$ cat config.mk
export PLATFORM = sky130hd
export DESIGN_NAME = acl_cfg_sequencer
export DESIGN_NICKNAME = d
export VERILOG_FILES = /design/src/rtl/acl_cfg_sequencer.sv
export SDC_FILE = /design/constraint.sdc
export NUM_CORES = 1
export LEC_CHECK = 0
export CELL_PAD_IN_SITES_DETAIL_PLACEMENT = 0
export CELL_PAD_IN_SITES_GLOBAL_PLACEMENT = 1
export CORE_UTILIZATION = 52
export CTS_CLUSTER_SIZE = 30
export DETAILED_ROUTE_END_ITERATION = 12
export GPL_ROUTABILITY_DRIVEN = 0
export PLACE_DENSITY = 0.9
export SYNTH_ARGS = -nofsm -noshare
export SYNTH_HDL_FRONTEND = slang
export SYNTH_SLANG_ARGS = --single-unit
$ cat constraint.sdc
create_clock -name i_clk -period 2.6 [get_ports i_clk]
set_clock_uncertainty 0.05 [all_clocks]
set_input_delay 0.39 -clock i_clk [delete_from_list [all_inputs] [get_ports i_clk]]
set_output_delay 0.39 -clock i_clk [all_outputs]
set_load 0.01 [all_outputs]
$ cat src/rtl/acl_cfg_sequencer.sv
// acl_cfg_sequencer
//   Host-side configuration sequencer for the per-port RX ACL match table.
//   Stages up to 64 match bytes written by the host, then on a WRITE, COMMIT
//   or CLEAR command drives the ACL programming port cycle by cycle, gated by
//   the table's ready flag. All outputs are registered.
//
// Optional feature macro: ACL_CFG_TIMEOUT_EN
//   Defined: a ready-wait timeout of RDY_TIMEOUT cycles reports err=3.
//   Undefined: the sequencer waits for ready indefinitely.
//
// Ports
//   i_clk, i_rst               clock, asynchronous active-low reset
//   i_host_buf_*               staging buffer byte writes (accepted only when idle)
//   i_host_cmd_* / o_host_cmd_rdy  command handshake and arguments
//   o_host_done, o_host_err    one-cycle completion pulse with status
//   o_acl_*, i_acl_list_rdy_regs   ACL table programming port
module acl_cfg_sequencer #(
  parameter int PORT_NUM    = 4,
  parameter int RDY_TIMEOUT = 1024
) (
  input  logic                i_clk,
  input  logic                i_rst,
  input  logic                i_host_buf_we,
  input  logic [5:0]          i_host_buf_waddr,
  input  logic [7:0]          i_host_buf_din,
  input  logic                i_host_cmd_vld,
  output logic                o_host_cmd_rdy,
  input  logic [1:0]          i_host_cmd_op,
  input  logic [PORT_NUM-1:0] i_host_port_sel,
  input  logic [4:0]          i_host_item_sel,
  input  logic [6:0]          i_host_item_len,
  input  logic [15:0]         i_host_item_rslt,
  output logic                o_host_done,
  output logic [1:0]          o_host_err,
  output logic [PORT_NUM-1:0] o_acl_port_sel,
  output logic                o_acl_clr_list_regs,
  input  logic                i_acl_list_rdy_regs,
  output logic [4:0]          o_acl_item_sel_regs,
  output logic [5:0]          o_acl_item_waddr_regs,
  output logic [7:0]          o_acl_item_din_regs,
  output logic                o_acl_item_we_regs,
  output logic [15:0]         o_acl_item_rslt_regs,
  output logic                o_acl_item_complete_regs
);

  typedef enum logic [2:0] {
    S_IDLE     = 3'd0,
    S_WAIT_RDY = 3'd1,
    S_WRITE    = 3'd2,
    S_COMMIT   = 3'd3,
    S_CLEAR    = 3'd4,
    S_CLR_WAIT = 3'd5,
    S_DONE     = 3'd6
  } state_t;

  localparam logic [1:0] OP_WRITE  = 2'b00;
  localparam logic [1:0] OP_COMMIT = 2'b01;
  localparam logic [1:0] OP_CLEAR  = 2'b10;

  localparam logic [1:0] ERR_OK  = 2'd0;
  localparam logic [1:0] ERR_ARG = 2'd1;
  localparam logic [1:0] ERR_OP  = 2'd2;
`ifdef ACL_CFG_TIMEOUT_EN
  localparam logic [1:0] ERR_TMO = 2'd3;
  localparam int TMO_W = (RDY_TIMEOUT > 2) ? $clog2(RDY_TIMEOUT) : 1;
  localparam logic [TMO_W-1:0] TMO_LAST = TMO_W'(RDY_TIMEOUT - 1);
`endif

  // Status a command would produce if rejected at accept (ERR_OK = accepted).
  function automatic logic [1:0] arg_check(input logic [1:0]          op,
                                           input logic [PORT_NUM-1:0] port,
                                           input logic [6:0]          len);
    logic [1:0] err;
    err = ERR_OK;
    case (op)
      OP_WRITE: begin
        if (port == {PORT_NUM{1'b0}} || len == 7'd0 || len > 7'd64) err = ERR_ARG;
        else                                                          err = ERR_OK;
      end
      OP_COMMIT, OP_CLEAR: begin
        if (port == {PORT_NUM{1'b0}}) err = ERR_ARG;
        else                          err = ERR_OK;
      end
      default: err = ERR_OP;
    endcase
    return err;
  endfunction

  state_t      state_q;
  logic [1:0]  op_q;
  logic [5:0]  len_m1_q;   // last byte address of the current WRITE
  logic [1:0]  ign_q;      // rdy-ignore cycles spent in CLR_WAIT
  logic [7:0]  stage_q [64];
`ifdef ACL_CFG_TIMEOUT_EN
  logic [TMO_W-1:0] tmo_q;
`endif

  logic                cmd_rdy_q, done_q, clr_q, we_q, complete_q;
  logic [1:0]          err_q;
  logic [PORT_NUM-1:0] port_sel_q;
  logic [4:0]          item_q;
  logic [5:0]          waddr_q;
  logic [7:0]          din_q;
  logic [15:0]         rslt_q;

  logic       accept_s;
  logic [1:0] arg_err_s;

  assign accept_s  = i_host_cmd_vld & cmd_rdy_q;
  assign arg_err_s = arg_check(i_host_cmd_op, i_host_port_sel, i_host_item_len);

  // Staging buffer: host byte writes land only while the sequencer is idle.
  always_ff @(posedge i_clk) begin
    if (i_host_buf_we && cmd_rdy_q) stage_q[i_host_buf_waddr] <= i_host_buf_din;
  end

  // Command FSM; strobes are set on the edge that enters their state so that
  // every output is a flop.
  always_ff @(posedge i_clk or negedge i_rst) begin
    if (!i_rst) begin
      state_q    <= S_IDLE;
      op_q       <= 2'd0;
      len_m1_q   <= 6'd0;
      ign_q      <= 2'd0;
`ifdef ACL_CFG_TIMEOUT_EN
      tmo_q      <= {TMO_W{1'b0}};
`endif
      cmd_rdy_q  <= 1'b0;
      done_q     <= 1'b0;
      err_q      <= 2'd0;
      clr_q      <= 1'b0;
      we_q       <= 1'b0;
      complete_q <= 1'b0;
      port_sel_q <= {PORT_NUM{1'b0}};
      item_q     <= 5'd0;
      waddr_q    <= 6'd0;
      din_q      <= 8'd0;
      rslt_q     <= 16'd0;
    end else begin
      case (state_q)
        S_IDLE: begin
          cmd_rdy_q <= 1'b1;
          if (accept_s) begin
            cmd_rdy_q  <= 1'b0;
            op_q       <= i_host_cmd_op;
            len_m1_q   <= 6'(i_host_item_len - 7'd1);
            port_sel_q <= i_host_port_sel;
            item_q     <= i_host_item_sel;
            rslt_q     <= i_host_item_rslt;
`ifdef ACL_CFG_TIMEOUT_EN
            tmo_q      <= {TMO_W{1'b0}};
`endif
            if (arg_err_s != ERR_OK) begin
              state_q <= S_DONE;
              done_q  <= 1'b1;
              err_q   <= arg_err_s;
            end else begin
              state_q <= S_WAIT_RDY;
            end
          end
        end
        S_WAIT_RDY: begin
          if (i_acl_list_rdy_regs) begin
            case (op_q)
              OP_WRITE: begin
                state_q <= S_WRITE;
                we_q    <= 1'b1;
                waddr_q <= 6'd0;
                din_q   <= stage_q[0];
              end
              OP_COMMIT: begin
                state_q    <= S_COMMIT;
                complete_q <= 1'b1;
              end
              OP_CLEAR: begin
                state_q <= S_CLEAR;
                clr_q   <= 1'b1;
              end
              default: begin
                state_q <= S_DONE;
                done_q  <= 1'b1;
                err_q   <= ERR_OP;
              end
            endcase
          end
`ifdef ACL_CFG_TIMEOUT_EN
          else if (tmo_q == TMO_LAST) begin
            state_q <= S_DONE;
            done_q  <= 1'b1;
            err_q   <= ERR_TMO;
          end else begin
            tmo_q <= tmo_q + {{(TMO_W-1){1'b0}}, 1'b1};
          end
`endif
        end
        S_WRITE: begin
          // The byte stream never pauses; rdy is not looked at here.
          if (waddr_q == len_m1_q) begin
            state_q <= S_DONE;
            we_q    <= 1'b0;
            waddr_q <= 6'd0;
            din_q   <= 8'd0;
            done_q  <= 1'b1;
            err_q   <= ERR_OK;
          end else begin
            waddr_q <= waddr_q + 6'd1;
            din_q   <= stage_q[waddr_q + 6'd1];
          end
        end
        S_COMMIT: begin
          state_q    <= S_DONE;
          complete_q <= 1'b0;
          done_q     <= 1'b1;
          err_q      <= ERR_OK;
        end
        S_CLEAR: begin
          state_q <= S_CLR_WAIT;
          clr_q   <= 1'b0;
          ign_q   <= 2'd0;
`ifdef ACL_CFG_TIMEOUT_EN
          tmo_q   <= {TMO_W{1'b0}};
`endif
        end
        S_CLR_WAIT: begin
          // The table may still show the stale idle flag right after clr.
          if (ign_q == 2'd2 && i_acl_list_rdy_regs) begin
            state_q <= S_DONE;
            done_q  <= 1'b1;
            err_q   <= ERR_OK;
          end
`ifdef ACL_CFG_TIMEOUT_EN
          else if (tmo_q == TMO_LAST) begin
            state_q <= S_DONE;
            done_q  <= 1'b1;
            err_q   <= ERR_TMO;
          end else begin
            tmo_q <= tmo_q + {{(TMO_W-1){1'b0}}, 1'b1};
          end
`endif
          if (ign_q != 2'd2) ign_q <= ign_q + 2'd1;
        end
        S_DONE: begin
          state_q    <= S_IDLE;
          done_q     <= 1'b0;
          err_q      <= 2'd0;
          cmd_rdy_q  <= 1'b1;
          port_sel_q <= {PORT_NUM{1'b0}};
          item_q     <= 5'd0;
          rslt_q     <= 16'd0;
        end
        default: begin
          state_q    <= S_IDLE;
          done_q     <= 1'b0;
          clr_q      <= 1'b0;
          we_q       <= 1'b0;
          complete_q <= 1'b0;
        end
      endcase
    end
  end

  assign o_host_cmd_rdy           = cmd_rdy_q;
  assign o_host_done              = done_q;
  assign o_host_err               = err_q;
  assign o_acl_port_sel           = port_sel_q;
  assign o_acl_clr_list_regs      = clr_q;
  assign o_acl_item_sel_regs      = item_q;
  assign o_acl_item_waddr_regs    = waddr_q;
  assign o_acl_item_din_regs      = din_q;
  assign o_acl_item_we_regs       = we_q;
  assign o_acl_item_rslt_regs     = rslt_q;
  assign o_acl_item_complete_regs = complete_q;

endmodule

==> metrics.log, run 1 <==
INFO  metric status = finished, violations left
INFO  metric failed_checks = setup timing
INFO  metric global_route.usage.total = 0.259
INFO  metric setup_repair_after_global_routing_missed_its_margin = true
INFO  metric fp.coreArea = 44,100 µm²
INFO  metric cp.required = 3.05 ns
INFO  metric hold_path_class = input pin to flop
INFO  metric effective_utilization_at_floorplan = 0.526
INFO  metric area.growth.synth_to_final = 21.9%
INFO  metric timing.max_cap.violations = 0
INFO  metric netlist_instances = 1,318
INFO  metric final_util = 0.641
INFO  metric critical_path.n_buffers_inverters = 2
INFO  metric die_w = 213 µm
INFO  metric grt_antenna_before_repair = 0
INFO  metric grt_overflow_total = 0
INFO  metric post_route_setup_slack = -0.128 ns
INFO  metric insertion_delay = 0.62 ns
INFO  metric drt_first_iter_violations = 2,238
INFO  metric cts.sinks = 571
INFO  metric irDropWorstVdd = 0.753 mV
INFO  metric htree_levels = 2
INFO  metric final_layout_size_suffix_gt1_frac = 0.275
INFO  metric postSynth.asyncResetShare = 0.103
INFO  metric power_leakage = 9.67 nW
INFO  metric vias_per_cell = 6.39
INFO  metric num_rows = 77
INFO  metric cts.reportedPaths.clkPinSlew = 0.07 ns
INFO  metric synth_seq_cells = 571
INFO  metric setup_viol_count_final = 6
INFO  metric drc_errors = 0
INFO  metric netlist_top_cells_count = sky130_fd_sc_hd__edfxtp_1, sky130_fd_sc_hd__mux4_2, sky130_fd_sc_hd__nor2_1, sky130_fd_sc_hd__nand2_1, sky130_fd_sc_hd__dfrtp_1
INFO  metric route.detailed.wl_per_inst = 27.8 µm
INFO  metric worstMarginPinSlew = 0.822 ns
INFO  metric yosysTopAreaCell = sky130_fd_sc_hd__edfxtp_1
INFO  metric timing.critical_path.slowest_stage_cell = sky130_fd_sc_hd__dfrtp_4
INFO  metric cts_tree = yes
INFO  metric dominant_cell_by_count_in_the_synthesized_netlist = sky130_fd_sc_hd__edfxtp_1
INFO  metric first_pass_grt_wire_length = 85,600 µm
INFO  metric setup.worst_path.class = flop to flop
INFO  metric cellPowerDensity = 1080 nW/µm²
INFO  metric netlist_top_cells_area = sky130_fd_sc_hd__edfxtp_1, sky130_fd_sc_hd__mux4_2, sky130_fd_sc_hd__dfrtp_1, sky130_fd_sc_hd__mux2i_1, sky130_fd_sc_hd__nor2_1
INFO  metric design.die.area = 45,500 µm²
INFO  metric routed_wl = 61,500 µm
INFO  metric io_pins = 99
INFO  metric post_synth.cell_area_avg = 17.6 µm²
INFO  metric cts_buffer_depth = 3
INFO  metric ys_types = 66
INFO  metric maximum_number_of_pins_on_one_net_before_global_route_repair = 62
INFO  metric synth_edf_count = 512
INFO  metric worstPathMaxFanout = 9
INFO  metric die-height = 213 µm
INFO  metric nets = 1,634
INFO  metric netlist.area_leader.share = 0.663
INFO  metric path_delay_family = compound AO/OA/AOI/OAI gates
INFO  metric dr_total_vias = 14,200
INFO  metric number_of_global_route_vias_before_repair = 13,800
INFO  metric hold_viol = 0
INFO  metric synth.yosys.seq_area_share = 0.726
INFO  metric finalPower = 30.7 mW
INFO  metric synth_flop_cell = sky130_fd_sc_hd__edfxtp_1
INFO  metric setup.worst_path.start_class = flop
INFO  metric hpwlAfterDp = 36,700 µm
INFO  metric numCtsBuffers = 55
INFO  metric drt.antenna.violating_nets = 0
INFO  metric endpoint_kind = flop
INFO  metric mappedNetlistArea = 23,200 µm²
INFO  metric timing.critical_path.slowest_cell_delay = 0.44 ns
INFO  metric post-route-min-period = 2.73 ns
INFO  metric detail_route.first_pass.iterations = 6
INFO  metric synth_warnings = 0
INFO  metric worst-endpoint-arrival = 3.18 ns
INFO  metric fin_crit_sh = 1.05
INFO  metric syn_nets = 1,376
INFO  metric diodes = 0
INFO  metric cts.root.buffer_cell = sky130_fd_sc_hd__clkbuf_16
INFO  metric slew_violations = 0
INFO  metric port_buffers = 98
INFO  metric max_clock_freq = 367 MHz
INFO  metric worstPathCellList = buf_6, buf_12, nand2_1, o21a_1, or2_1, nand2b_2, o211ai_1, a211oi_1
INFO  metric relSlewSlack = 0.452
## worst register-to-register path, delay by kind of cell, from the launching register on
kind	cells	cell delay, ns
buf+inv	2	0.39
flops	1	0.44
simple gates	3	0.82
compound gates	3	0.92
## state kept, by name, indices dropped and copies added (netlist names), 2 cells and up
| name | flops |
|---|---|
| stage_q | 512 |
| len_m1_q | 6 |
| o_acl_item_din_regs | 8 |
| o_acl_item_rslt_regs | 16 |
| state_q | 3 |
| ign_q | 2 |
| o_acl_port_sel | 4 |
| op_q | 2 |
| o_acl_item_waddr_regs | 6 |
| o_host_err | 2 |
| o_acl_item_sel_regs | 5 |
## cell type report
cell class,instances,area (µm²)
Clock buffer,71,1510
Tap cell,592,741
Inverter,19,71.3
Fill cell,2918,15800
Timing Repair Buffer,283,2740
Clock inverter,33,293
Multi-Input combinational cell,646,6090
Sequential cell,571,16900
## cells in the final DEF (no fill, tap or decap), types with 29 or more instances in the layout
cell / count
sky130_fd_sc_hd__a22o_1: 29
sky130_fd_sc_hd__buf_4: 150
sky130_fd_sc_hd__clkbuf_16: 61
sky130_fd_sc_hd__clkdlybuf4s50_1: 88
sky130_fd_sc_hd__dfrtp_1: 58
sky130_fd_sc_hd__edfxtp_1: 512
sky130_fd_sc_hd__mux2i_1: 34
sky130_fd_sc_hd__mux4_2: 112
sky130_fd_sc_hd__nand2_1: 87
sky130_fd_sc_hd__nand3_1: 42
sky130_fd_sc_hd__nor2_1: 90
## cells by family (layout without fill, tap and decap cells)
logic type | count (synthesis) | count (layout) | synth area share
AO/OA/AOI/OAI | 177 | 177 | 0.0573
flip-flops | 571 | 571 | 0.726
adder cells (fa/ha/maj) | 5 | 5 | 0.00270
buffers and inverters | 101 | 406 | 0.0223
AND/OR/NAND/NOR | 301 | 301 | 0.0615
XOR/XNOR | 14 | 14 | 0.00528
multiplexers | 149 | 149 | 0.125
## final timing paths
kind | start | end | slack (ns) | depth (start not counted)
min in group asynchronous | i_rst | o_acl_item_din_regs[1] | 0.31 | 2
max in group asynchronous | i_rst | o_acl_item_rslt_regs[2] | 1.43 | 3
min | i_host_buf_din[6] | stage_q[9][6] | 0.10 | 1
min reg2reg | o_acl_item_sel_regs[0] | o_acl_item_sel_regs[0] | 0.45 | 1
max reg2reg | o_acl_item_waddr_regs[0] | o_acl_item_din_regs[7] | -0.13 | 8
max | o_acl_item_waddr_regs[0] | o_acl_item_din_regs[7] | -0.13 | 8
## per-layer routing
layer | vias to the layer above | part of all wire | GRT usage | wire, µm
met5 | - | 0 | 0 | 0
li1 | 5811 | - | - | -
met4 | 0 | 0.042 | 0.116 | 2550
met2 | 1049 | 0.48 | 0.416 | 29600
met3 | 203 | 0.11 | 0.0521 | 6810
met1 | 7092 | 0.37 | 0.345 | 22600
## metrics by stage
step | cells | worst slack, ns | instance area (µm²) | hold slack (ns) | TNS, ns
2_1_floorplan | 1318 | 0.298 | 23200 | 0.0444 | 0
3_3_place_gp | 2090 | -0.202 | 25900 | 0.406 | -0.894
3_5_place_dp | 2090 | -0.248 | 25900 | 0.409 | -1.23
4_1_cts | 2202 | -0.00948 | 27900 | 0.0727 | -0.0199
5_1_grt | 2215 | -0.160 | 28300 | 0.0933 | -0.739
6_report | 2215 | -0.128 | 28300 | 0.100 | -0.332
## where the power goes
part	internal, mW	total, mW	switching [mW]
sequential	10.4	10.7	0.315
combinational	5.64	12.0	6.37
clock	4.51	7.99	3.48
total	20.5	30.7	10.2
## timing repair
| action | CTS | global route |
|---|---|---|
| cloned | 0 | 7 |
| setup endpoints to repair | 9 | 8 |
| hold endpoints to repair | 29 | 0 |
| pin swaps | 1 | 11 |
| setup buffers | 6 | 6 |
| gates resized for setup | 21 | 35 |
| hold buffers | 2 | 0 |
Note: power is estimated with default switching activity, not from simulation.
==> run 2: changes to the inputs <==
CORE_UTILIZATION = 56   (was 52)
PLACE_DENSITY = 0.95   (was 0.9)
clock period = 3.5 ns   (was 2.6 ns; I/O delays follow)
==> metrics.log, run 2 (synthesis results as in run 1) <==
INFO  metric route.detailed.wl_per_inst = 27.7 µm (-0.18%)
INFO  metric worst_r2r_startpoint = o_acl_item_waddr_regs[0]
INFO  metric hpwlAfterDp = 34,700 µm (-5.5%)
INFO  metric timing.max_cap.violations = 0 (unchanged)
INFO  metric cts.root.buffer_cell = sky130_fd_sc_hd__clkbuf_16
INFO  metric drc_errors = 0 (unchanged)
INFO  metric routed_wl = 56,400 µm (-8.2%)
INFO  metric fp.coreArea = 40,800 µm² (-7.5%)
INFO  metric setup_viol_count_final = 0 (-6)
INFO  metric biggest_register = stage_q
INFO  metric grt_antenna_before_repair = 0 (unchanged)
INFO  metric die-height = 206 µm (-3.6%)
INFO  metric insertion_delay = 0.60 ns (-0.02 ns)
INFO  metric setup.worst_path.class = flop to flop
INFO  metric hold_path_class = input pin to asynchronous set/reset pin
INFO  metric final_cell_mix = sky130_fd_sc_hd__edfxtp_1, sky130_fd_sc_hd__mux4_2, sky130_fd_sc_hd__nor2_1
INFO  metric hold_buffers = 0 (-2)
INFO  metric diodes = 0 (unchanged)
INFO  metric num_rows = 74 (-3.9%)
INFO  metric first_pass_grt_wire_length = 84,200 µm (-1.5%)
INFO  metric htree_levels = 2 (unchanged)
INFO  metric worstMarginPinSlew = 1.31 ns (+0.485 ns)
INFO  metric hold_viol = 0 (unchanged)
INFO  metric die_w = 206 µm (-3.6%)
INFO  metric drt_first_iter_violations = 1,897 (-15%)
INFO  metric relSlewSlack = 0.129 (-0.323)
INFO  metric drt.antenna.violating_nets = 0 (unchanged)
INFO  metric power_leakage = 8.91 nW (-7.9%)
INFO  metric cts.reportedPaths.clkPinSlew = 0.06 ns (about the same)
INFO  metric grt_overflow_total = 0 (unchanged)
INFO  metric cts.sinks = 571 (unchanged)
INFO  metric status = finished, final reports clean
INFO  metric detail_route.first_pass.iterations = 6 (unchanged)
INFO  metric slew_violations = 0 (unchanged)
INFO  metric post-route-min-period = 3.20 ns (+0.473 ns)
INFO  metric cts-resized-gates = 0 (-100%)
INFO  metric max_clock_freq = 312 MHz (-15%)
INFO  metric nets = 1,519 (-7.0%)
INFO  metric setup.worst_path.start_class = flop
INFO  metric totalNegativeSetupSlack = 0 ns (+0.332 ns)
INFO  metric effective_utilization_at_floorplan = 0.568 (+0.0424)
INFO  metric cp.required = 3.90 ns (+0.85 ns)
INFO  metric worst-endpoint-arrival = 3.60 ns (+0.42 ns)
INFO  metric timing.reg2reg.setup_slack = 0.30 ns (+0.43 ns)
INFO  metric numCtsBuffers = 55 (unchanged)
INFO  metric irDropWorstVdd = 0.536 mV (-29%)
INFO  metric cts_buffer_depth = 3 (unchanged)
INFO  metric setup_repair_after_global_routing_missed_its_margin = false
INFO  metric design.die.area = 42,300 µm² (-7.1%)
INFO  metric postCtsSetupBuffers = 0 (-6)
INFO  metric final_layout_size_suffix_gt1_frac = 0.194 (-0.0807)
INFO  metric dr_total_vias = 13,400 (-5.1%)
INFO  metric reg2reg_depth = 8 (unchanged)
INFO  metric io_pins = 99 (unchanged)
INFO  metric cellPowerDensity = 778 nW/µm² (-28%)
INFO  metric layout_commonest_cell = sky130_fd_sc_hd__edfxtp_1
INFO  metric place_area = 25,000 µm² (-3.5%)
INFO  metric r2r_end = o_acl_item_din_regs[5]
INFO  metric vias_per_cell = 6.60 (+3.2%)
INFO  metric cts_tree = yes
INFO  metric fin_crit_sh = 0.915 (-0.135)
INFO  metric area.growth.synth_to_final = 15.3%
INFO  metric global_route.usage.total = 0.274 (+0.0150)
INFO  metric largest_register_ffs = 512 (unchanged)
INFO  metric fin_hold_ws = 0.0213 ns (-0.0790 ns)
INFO  metric finalInstanceArea = 26,800 µm² (-5.4%)
INFO  metric port_buffers = 98 (unchanged)
INFO  metric endpoint_kind = flop
INFO  metric number_of_global_route_vias_before_repair = 13,400 (-3.0%)
INFO  metric maximum_number_of_pins_on_one_net_before_global_route_repair = 65 (+4.8%)
INFO  metric worstPathMaxFanout = 45 (+36)
run 2: power breakdown:
group          internal (mW)  switching [mW]
clock network           3.33            2.48
logic                   3.05            3.96
registers               7.71           0.287
run 2: layout make-up:
cell class | count | area (µm²)
Fill cell | 2601 | 14100
Tap cell | 532 | 666
Clock buffer | 75 | 1520
Timing Repair Buffer | 168 | 1520
Sequential cell | 571 | 16900
Inverter | 19 | 71.3
Clock inverter | 25 | 234
Multi-Input combinational cell | 646 | 5880
run 2: worst max path at each step:
stage,start,to
after detailed placement,i_host_buf_we,stage_q[20][4]
after global placement,i_host_buf_we,stage_q[20][1]
after global routing,o_acl_item_waddr_regs[0],o_acl_item_din_regs[5]
after CTS,o_acl_item_waddr_regs[0],o_acl_item_waddr_regs[0]
final,o_acl_item_waddr_regs[0],o_acl_item_din_regs[5]
after floorplan,o_acl_item_waddr_regs[1],o_acl_item_din_regs[6]
run 2: metrics by stage:
step / power (mW) / worst slack, ns / util / instances
after floorplan: 12.8 / 1.20 / - / 1318
after global placement: 14.9 / 0.494 / 0.612 / 1936
after detailed placement: 15.0 / 0.437 / 0.612 / 1936
after CTS: 20.8 / 0.327 / 0.655 / 2036
after global routing: 21.6 / 0.180 / 0.655 / 2036
final: 20.8 / 0.299 / 0.655 / 2036
run 2: routing by layer:
| metal | global-route usage | part of all wire | wire [µm] |
|---|---|---|---|
| met1 | 0.364 | 0.36 | 20500 |
| met2 | 0.434 | 0.48 | 26800 |
| met3 | 0.0659 | 0.12 | 6510 |
| met4 | 0.122 | 0.045 | 2540 |
| met5 | 0 | 0 | 0 |
run 2: critical path, cell delays in order (launching register included):
cell and delay (ns):
sky130_fd_sc_hd__dfrtp_4 0.52, sky130_fd_sc_hd__ha_4 0.49, sky130_fd_sc_hd__buf_12 0.32, sky130_fd_sc_hd__mux4_2 0.35
sky130_fd_sc_hd__and2_1 0.17, sky130_fd_sc_hd__a221oi_1 0.27, sky130_fd_sc_hd__a31oi_1 0.13, sky130_fd_sc_hd__a221oi_1 0.59
sky130_fd_sc_hd__a211oi_1 0.11
==> run 3: changes to the inputs <==
CAP_MARGIN = 0   (was default)
CELL_PAD_IN_SITES_DETAIL_PLACEMENT = default   (was 0)
CELL_PAD_IN_SITES_GLOBAL_PLACEMENT = default   (was 1)
CORE_UTILIZATION = 65   (was 56)
==> metrics.log, run 3 (synthesis results as in run 1) <==
INFO  metric status = finished, final reports clean
INFO  metric setup_repair_after_global_routing_missed_its_margin = false
INFO  metric timing.reg2reg.setup_slack = 0.12 ns (-0.18 ns)
INFO  metric worst_setup_path_endpoint = o_acl_item_din_regs[5]
INFO  metric cts_buffer_depth = 3 (unchanged)
INFO  metric cts.sinks = 571 (unchanged)
INFO  metric biggest_register = stage_q
INFO  metric final_layout_size_suffix_gt1_frac = 0.192 (-0.00215)
INFO  metric cp.required = 3.94 ns (+0.04 ns)
INFO  metric slew_violations = 0 (unchanged)
INFO  metric vias_per_cell = 7.20 (+9.2%)
INFO  metric final_cell_mix = sky130_fd_sc_hd__edfxtp_1, sky130_fd_sc_hd__mux4_2, sky130_fd_sc_hd__nor2_1
INFO  metric layout_commonest_cell = sky130_fd_sc_hd__edfxtp_1
INFO  metric finalPower = 21.1 mW (+1.3%)
INFO  metric cellPowerDensity = 794 nW/µm² (+2.0%)
INFO  metric max_clock_freq = 296 MHz (-5.2%)
INFO  metric fin_hold_ws = 0.446 ns (+0.425 ns)
INFO  metric detail_route.first_pass.iterations = 8 (+2)
INFO  metric effective_utilization_at_floorplan = 0.667 (+0.0985)
INFO  metric worstPathMaxFanout = 77 (+71%)
INFO  metric totalNegativeSetupSlack = 0 ns (unchanged)
INFO  metric reg2reg_depth = 7 (-1)
INFO  metric numCtsBuffers = 54 (-1.8%)
INFO  metric route.detailed.wl_per_inst = 31.1 µm (+12%)
INFO  metric irDropWorstVdd = 0.535 mV (-0.27%)
INFO  metric topRoutingLayerUsed = met4
INFO  metric nets = 1,515 (-0.26%)
INFO  metric met3RoutedLength = 7940 µm (+22%)
INFO  metric dr_total_vias = 14,100 (+4.9%)
INFO  metric drt.antenna.violating_nets = 0 (unchanged)
INFO  metric met2RoutedLength = 28,900 µm (+7.9%)
INFO  metric power_leakage = 8.87 nW (-0.42%)
INFO  metric worstMarginPinSlew = 1.37 ns (+0.0656 ns)
INFO  metric setup_viol_count_final = 0 (unchanged)
INFO  metric num_rows = 68 (-8.1%)
INFO  metric drt_first_iter_violations = 2,409 (+27%)
INFO  metric worst_r2r_startpoint = o_acl_item_waddr_regs[0]
INFO  metric maximum_number_of_pins_on_one_net_before_global_route_repair = 83 (+28%)
INFO  metric routed_wl = 60,800 µm (+7.8%)
INFO  metric cts.root.buffer_cell = sky130_fd_sc_hd__clkbuf_16
INFO  metric finish.cell_count_without_fillers = 1,955 (-4.0%)
INFO  metric insertion_delay = 0.61 ns (about the same)
INFO  metric placedCellCount = 1,855 (-4.2%)
INFO  metric hold_path_class = input pin to asynchronous set/reset pin
INFO  metric r2r_end = o_acl_item_din_regs[5]
INFO  metric fin_crit_sh = 0.965 (+0.0505)
INFO  metric postCtsSetupBuffers = 0 (unchanged)
INFO  metric first_pass_grt_wire_length = 89,900 µm (+6.7%)
INFO  metric relSlewSlack = 0.0849 (-0.0437)
INFO  metric fp.coreArea = 34,800 µm² (-15%)
INFO  metric n_fill_cell = 1,715 (-34%)
INFO  metric cts.reportedPaths.clkPinSlew = 0.07 ns (about the same)
INFO  metric grt_overflow_total = 0 (unchanged)
INFO  metric worst-endpoint-arrival = 3.82 ns (+0.22 ns)
INFO  metric endpoint_kind = flop
INFO  metric io_pins = 99 (unchanged)
INFO  metric post-route-min-period = 3.38 ns (+0.177 ns)
INFO  metric die-height = 191 µm (-7.1%)
INFO  metric die_w = 191 µm (-7.1%)
INFO  metric grt_antenna_before_repair = 0 (unchanged)
INFO  metric area.growth.synth_to_final = 14.5%
INFO  metric drc_errors = 0 (unchanged)
INFO  metric design.die.area = 36,500 µm² (-14%)
INFO  metric final_util = 0.764 (+0.108)
INFO  metric hpwlAfterDp = 34,800 µm (+0.37%)
INFO  metric htree_levels = 2 (unchanged)
INFO  metric diodes = 0 (unchanged)
INFO  metric timing.critical_path.from = o_acl_item_waddr_regs[0]
INFO  metric cts_tree = yes
INFO  metric timing.max_cap.violations = 0 (unchanged)
INFO  metric wirelength_met1 = 20,200 µm (-1.5%)
INFO  metric largest_register_ffs = 512 (unchanged)
INFO  metric port_buffers = 98 (unchanged)
INFO  metric number_of_global_route_vias_before_repair = 14,100 (+5.6%)
INFO  metric setup.worst_path.class = flop to flop
INFO  metric hold_viol = 0 (unchanged)
INFO  metric global_route.usage.total = 0.345 (+0.0706)
INFO  metric setup.worst_path.start_class = flop
## run 3: changes by cell type in the layout (fill, tap and decap cells not counted), sizes merged
cell | previous run | this run
buf | 79 | 75
clkbuf | 75 | 63
clkinv | 26 | 38
dlygate4sd3 | 0 | 1
inv | 13 | 12
## run 3: timing repair
| item | CTS | global route |
|---|---|---|
| hold buffers | 1 | 0 |
| setup endpoints to repair | 0 | 2 |
| resized for setup | 0 | 1 |
| hold endpoints to repair | 33 | 0 |
## run 3: worst min-delay path by stage
stage                                         from                        to  slack (ns)  depth (start not counted)
final                                        i_rst  o_acl_item_rslt_regs[14]        0.45                          2
after global routing       o_acl_item_rslt_regs[3]   o_acl_item_rslt_regs[3]        0.46                          1
after detailed placement    o_acl_item_sel_regs[0]    o_acl_item_sel_regs[0]        0.43                          1
after global placement               o_host_err[1]             o_host_err[1]        0.43                          2
after CTS                 o_acl_item_rslt_regs[15]  o_acl_item_rslt_regs[15]        0.45                          1
after floorplan                              i_rst                  ign_q[0]        0.18                          0
## run 3: per-layer routing
metal / vias up / GRT usage
li1: 5554 / -
met1: 6848 / 0.449
met2: 1360 / 0.550
met3: 321 / 0.0845
met4: 0 / 0.170
met5: - / 0
## run 3: critical path, cell delays in order (launching register included)
cell and delay (ns):
sky130_fd_sc_hd__dfrtp_4 0.47, sky130_fd_sc_hd__buf_12 0.48, sky130_fd_sc_hd__a21oi_1 0.19, sky130_fd_sc_hd__o211ai_1 0.85, sky130_fd_sc_hd__a221oi_1 0.25, sky130_fd_sc_hd__a31oi_1 0.37
sky130_fd_sc_hd__a221oi_1 0.18, sky130_fd_sc_hd__a211oi_1 0.38
## run 3: cell type report
type | count | area [µm²] | area share
tap | 455 | 569 | 0.0214
sequential | 571 | 16900 | 0.634
clock inverter | 36 | 288 | 0.0108
timing repair buffer | 165 | 1520 | 0.0571
multi-input combinational | 646 | 5890 | 0.222
inverter | 19 | 71.3 | 0.00268
clock buffer | 63 | 1390 | 0.0521
## run 3: power by group
| group | internal (mW) | leakage (nW) | switching (mW) |
|---|---|---|---|
| combinational | 3.08 | 2.70 | 4.30 |
| sequential | 7.71 | 5.35 | 0.342 |
| clock | 3.13 | 0.826 | 2.55 |
| total | 13.9 | 8.87 | 7.19 |
## run 3: per-stage QoR
stage               instance area (µm²)  setup slack [ns]
global placement                  24900             0.596
CTS                               26600             0.159
floorplan                         23200              1.20
finish                            26600             0.122
global route                      26600             0.115
detailed placement                24900             0.423
